<file path="src/rtl/fir_mc_fixed.sv">
// Multi-channel fixed-point FIR: NCH interleaved delay lines sharing one coefficient set and one MAC.
// Define FIR_SAT_EN to saturate on output narrowing; otherwise the result wraps (truncates).
module fir_mc_fixed #(
   parameter int DATA_W    = 16,
   parameter int COEF_W    = 16,
   parameter int COEF_FRAC = 15,
   parameter int TAPS      = 8,
   parameter int NCH       = 2
) (
   input  logic                                      clk,
   input  logic                                      rst,
   input  logic                                      start,
   input  logic                                      stop,
   input  logic [DATA_W-1:0]                         in,
   output logic                                      next,
   output logic [DATA_W-1:0]                         out,
   output logic [((NCH > 1) ? $clog2(NCH) : 1)-1:0]  out_ch,
   output logic                                      ready,
   output logic                                      busy,
   output logic                                      done,
   input  logic                                      coef_we,
   input  logic [$clog2(TAPS)-1:0]                   coef_addr,
   input  logic [COEF_W-1:0]                         coef_data
);

   localparam int CH_W   = (NCH > 1) ? $clog2(NCH) : 1;
   localparam int AW     = $clog2(TAPS);
   localparam int PROD_W = DATA_W + COEF_W;
   localparam int ACC_W  = PROD_W + $clog2(TAPS);
   localparam int RND_SH = (COEF_FRAC > 0) ? COEF_FRAC - 1 : 0;
   localparam logic [ACC_W:0] RND_C = (COEF_FRAC > 0) ?
                                      ({{ACC_W{1'b0}}, 1'b1} << RND_SH) : {(ACC_W+1){1'b0}};
`ifdef FIR_SAT_EN
   localparam logic signed [ACC_W:0] SAT_MAX = {{(ACC_W-DATA_W+2){1'b0}}, {(DATA_W-1){1'b1}}};
   localparam logic signed [ACC_W:0] SAT_MIN = {{(ACC_W-DATA_W+2){1'b1}}, {(DATA_W-1){1'b0}}};
`endif

   typedef enum logic [2:0] {S_IDLE, S_REQ, S_CAP, S_MAC, S_OUT} state_t;

   state_t                    state_r;
   logic signed [DATA_W-1:0]  x_r [NCH][TAPS];
   logic signed [COEF_W-1:0]  c_r [TAPS];
   logic [AW-1:0]             idx_r;
   logic [CH_W-1:0]           ch_r;
   logic signed [ACC_W-1:0]   acc_r;

   logic signed [DATA_W-1:0]  x_sel_s;
   logic signed [COEF_W-1:0]  c_sel_s;
   logic signed [PROD_W-1:0]  prod_s;
   logic signed [ACC_W-1:0]   acc_sum_s;

   // Round half up by the coefficient fraction, then narrow to the sample width.
   function automatic logic [DATA_W-1:0] fmt(input logic signed [ACC_W-1:0] a);
      logic signed [ACC_W:0] r;
      r = ($signed({a[ACC_W-1], a}) + $signed(RND_C)) >>> COEF_FRAC;
`ifdef FIR_SAT_EN
      if (r > SAT_MAX) begin
         fmt = {1'b0, {(DATA_W-1){1'b1}}};
      end else if (r < SAT_MIN) begin
         fmt = {1'b1, {(DATA_W-1){1'b0}}};
      end else begin
         fmt = r[DATA_W-1:0];
      end
`else
      fmt = r[DATA_W-1:0];
`endif
   endfunction

   // Shared MAC datapath: one tap of the active channel per cycle.
   always_comb begin
      x_sel_s   = x_r[ch_r][idx_r];
      c_sel_s   = c_r[idx_r];
      prod_s    = PROD_W'(x_sel_s) * PROD_W'(c_sel_s);
      acc_sum_s = acc_r + ACC_W'(prod_s);
   end

   // Control FSM with registered handshake outputs, delay lines and coefficient store.
   always_ff @(posedge clk) begin
      if (rst) begin
         state_r <= S_IDLE;
         next    <= 1'b0;
         ready   <= 1'b0;
         busy    <= 1'b0;
         done    <= 1'b0;
         out     <= {DATA_W{1'b0}};
         out_ch  <= {CH_W{1'b0}};
         ch_r    <= {CH_W{1'b0}};
         idx_r   <= {AW{1'b0}};
         acc_r   <= {ACC_W{1'b0}};
         for (int n = 0; n < NCH; n++) begin
            for (int k = 0; k < TAPS; k++) begin
               x_r[n][k] <= {DATA_W{1'b0}};
            end
         end
         for (int k = 0; k < TAPS; k++) begin
            c_r[k] <= {COEF_W{1'b0}};
         end
      end else begin
         next  <= 1'b0;
         ready <= 1'b0;
         case (state_r)
            S_IDLE: begin
               if (coef_we) begin
                  c_r[coef_addr] <= coef_data;
               end
               if (start) begin
                  done    <= 1'b0;
                  busy    <= 1'b1;
                  next    <= 1'b1;
                  state_r <= S_REQ;
               end
            end
            S_REQ: begin
               state_r <= S_CAP;
            end
            S_CAP: begin
               // On stop the sample is dropped unseen, so an undriven bus is harmless.
               if (stop) begin
                  done    <= 1'b1;
                  busy    <= 1'b0;
                  state_r <= S_IDLE;
               end else begin
                  x_r[ch_r][0] <= in;
                  for (int k = 1; k < TAPS; k++) begin
                     x_r[ch_r][k] <= x_r[ch_r][k-1];
                  end
                  idx_r   <= {AW{1'b0}};
                  acc_r   <= {ACC_W{1'b0}};
                  state_r <= S_MAC;
               end
            end
            S_MAC: begin
               acc_r <= acc_sum_s;
               if (idx_r == AW'(TAPS-1)) begin
                  out     <= fmt(acc_sum_s);
                  out_ch  <= ch_r;
                  ready   <= 1'b1;
                  state_r <= S_OUT;
               end else begin
                  idx_r <= idx_r + AW'(1);
               end
            end
            S_OUT: begin
               ch_r <= (ch_r == CH_W'(NCH-1)) ? {CH_W{1'b0}} : ch_r + CH_W'(1);
               if (stop) begin
                  done    <= 1'b1;
                  busy    <= 1'b0;
                  state_r <= S_IDLE;
               end else begin
                  next    <= 1'b1;
                  state_r <= S_REQ;
               end
            end
            default: begin
               busy    <= 1'b0;
               state_r <= S_IDLE;
            end
         endcase
      end
   end

endmodule
</file>
<file path="config.mk">
export PLATFORM = sky130hd
export DESIGN_NAME = fir_mc_fixed
export DESIGN_NICKNAME = d
export VERILOG_FILES = /design/src/rtl/fir_mc_fixed.sv
export SDC_FILE = /design/constraint.sdc
export NUM_CORES = 1
export LEC_CHECK = 0
export ABC_AREA = 1
export CORE_MARGIN = 2
export CORE_UTILIZATION = 53
export DETAILED_ROUTE_END_ITERATION = 10
export PLACE_DENSITY_LB_ADDON = 0.3
export RECOVER_POWER = 50
export SYNTH_ARGS = -nofsm -noshare
export SYNTH_HDL_FRONTEND = slang
export SYNTH_SLANG_ARGS = --single-unit
</file>
<file path="constraint.sdc">
create_clock -name clk -period 7.46 [get_ports clk]
set_clock_uncertainty 0.15 [all_clocks]
set_input_delay 1.119 -clock clk [delete_from_list [all_inputs] [get_ports clk]]
set_output_delay 1.119 -clock clk [all_outputs]
set_load 0.01 [all_outputs]
</file>
==> results_dict.tcl <==
set metrics [dict create \
    cp-start-kind "flop" \
    clk_path_buf_depth 3 \
    wl_per_cell_um 18.55 \
    fmax_mhz 136.3 \
    avgViaCountPerCell 5.400 \
    rows 88 \
    synth_common_cells "nor2_1 (639), nand2_1 (613), inv_1 (509), edfxtp_1 (384), fa_1 (285)" \
    grt_max_degree 95 \
    hold_slack_ps 318.4 \
    worstPathArrival_ps 7710 \
    status "finished, violations left" \
    ios 61 \
    synth_edf_count 384 \
    slew_headroom -0.5046 \
    clk_pin_slew_ps 60 \
    die_w_um 244.3 \
    yosys.area.top_type_share 0.3767 \
    clk_latency_ps 600 \
    worstSetupPathType "reg2reg" \
    cts_tree "yes" \
    dieHeight_um 244.3 \
    wirelength_um 80850 \
    place.detailed.hpwl_um 55090 \
    drive_gt1_frac 0.1650 \
    synth_area_mm2 0.03061 \
    start_util 0.5335 \
    area_growth_pct 20.75 \
    synthDistinctLibCells 43 \
    core-area_mm2 0.05737 \
    rsz0062_at_grt "yes" \
    antenna_left 0 \
    cts_root_buffer "clkbuf_16" \
    first_iter_violations 2312 \
    maxCapViolations 1 \
    setup_viol 0 \
    endpoint_kind "flop" \
    grt_pass1_vias 23060 \
    synth-main-ff-cell "edfxtp_1" \
    ys_ff_latch 447 \
    tightest_slew_ps 2245 \
    period_share 0.9835 \
    synth_area_leaders "edfxtp_1 (38%), fa_1 (19%), nor2_1 (7.8%)" \
    avgSynthCellArea_um2 9.269 \
    yosys_warnings 0 \
    slew_viol_final 53 \
    min_period_ps 7337 \
    gp_congestion 0.9816 \
    drc 0 \
    grt_overflow 0 \
    htreeDepth 2 \
    diodes 0 \
    syn-num-nets 3725 \
    routed-via-count 23539 \
    grt_pass1_wl_um 124000 \
    cts_buffers 48 \
    seq_area_frac_synth 0.4180 \
    hold_path_class "reg2reg" \
    finalHoldViolCount 0 \
    synth_top_area_cell "edfxtp_1" \
    firstDrtPassIters 6 \
    final_nets 3977 \
    synth_most_common_cell "nor2_1" \
    io_buffers 60 \
    dieArea_mm2 0.05969 \
    cts.sinks 447 \
    grt_usage 0.2658 \
    synthArstFlopShare 0 \
    syn_inst 3302 \
    crit_required_ps 7840 \
    antenna_found_initial 0 \
    fill_cells 4465 \
    violations "max-capacitance violations, max-slew violations" \
    cp_slowest_stage_delay_ps 520 \
    cpMaxStageDelayCell "fa_1" \
    critPathMaxFanout 9 \
]
==> flip-flops by register name, summed over array words and instances, names as in the netlist, named ones only <==
signal	flops
c_r	128
idx_r	3
next	1
ch_r	1
out	16
done	1
state_r	3
ready	1
x_r	256
out_ch	1
busy	1
acc_r	31
==> kinds of logic after synthesis <==
logic type,count (synthesis),share of synthesized area
XOR/XNOR,14,0.004742
buffers and inverters,650,0.08172
flip-flops,447,0.4180
multiplexers,106,0.03467
adder cells (fa/ha/maj),383,0.2265
AO/OA/AOI/OAI,246,0.04464
AND/OR/NAND/NOR,1456,0.1898
==> layout by cell type (no fill, tap or decap), types with 28 or more instances in the layout <==
cell type and count:
a21oi_1 70, nor2_1 608, fa_1 279, clkdlybuf4s50_1 37, o21ai_0 86, o22ai_1 28, nand3_1 134, nand2_1 576
edfxtp_1 384, inv_1 493, mux2i_1 44, ha_1 80, buf_4 220, mux2i_4 37, clkbuf_16 55, dfxtp_1 59
nand2_2 32
==> worst paths after layout <==
path | startpoint | end | slack, ps | cells after the start
max | flop | out[12] | 120 | 36
min | acc_r[0] | acc_r[0] | 320 | 2
max reg2reg | flop | out[12] | 120 | 36
min reg2reg | acc_r[0] | acc_r[0] | 320 | 2
==> metrics by stage <==
stage          setup TNS (ps)  utilization  std cells  setup WS, ps  instance area [um^2]
3_5_place_dp           -53.68       0.5816       4205        -25.68                 33360
3_3_place_gp           -77.41       0.5816       4205        -47.82                 33360
2_1_floorplan               0            -       3302         403.6                 30610
4_1_cts                     0       0.6087       4295        0.3473                 34920
5_1_grt                 -1031       0.6443       4359        -164.6                 36960
6_report                    0       0.6443       4359         123.2                 36960
==> timing repair <==
item	in CTS	in global routing
gates resized for setup	14	336
endpoints found under the setup margin	8	25
hold buffers	0	0
pin swaps	0	50
gates cloned	0	9
setup buffers	0	55
==> worst max-delay path, delay by kind of cell (launching register included) <==
family | cells | cell delay [ps]
multiplexers | 1 | 260
XOR/XNOR | 1 | 200
AO/OA/AOI/OAI | 1 | 100
buffers and inverters | 10 | 1020
AND/OR/NAND/NOR | 16 | 1880
flip-flops | 1 | 420
adder cells (fa/ha/maj) | 7 | 3220
==> final cells by class <==
class / count / area (um^2) / area share
Clock inverter: 32 / 261.5 / 0.007076
Clock buffer: 58 / 1242 / 0.03362
Inverter: 521 / 1989 / 0.05383
Timing Repair Buffer: 331 / 3109 / 0.08413
Multi-Input combinational cell: 2205 / 16600 / 0.4490
Sequential cell: 447 / 12800 / 0.3464
Tap cell: 765 / 957.2 / 0.02590
==> layer usage <==
| layer | up-vias | track usage | routed length, um |
|---|---|---|---|
| li1 | 10963 | - | - |
| met1 | 11397 | 0.3638 | 32450 |
| met2 | 1016 | 0.4248 | 38810 |
| met3 | 163 | 0.05235 | 7097 |
| met4 | 0 | 0.09362 | 2504 |
| met5 | - | 0 | 0 |
Power is not shown: default switching activity piles up to over one toggle a cycle in this logic, so the estimate is an artifact.
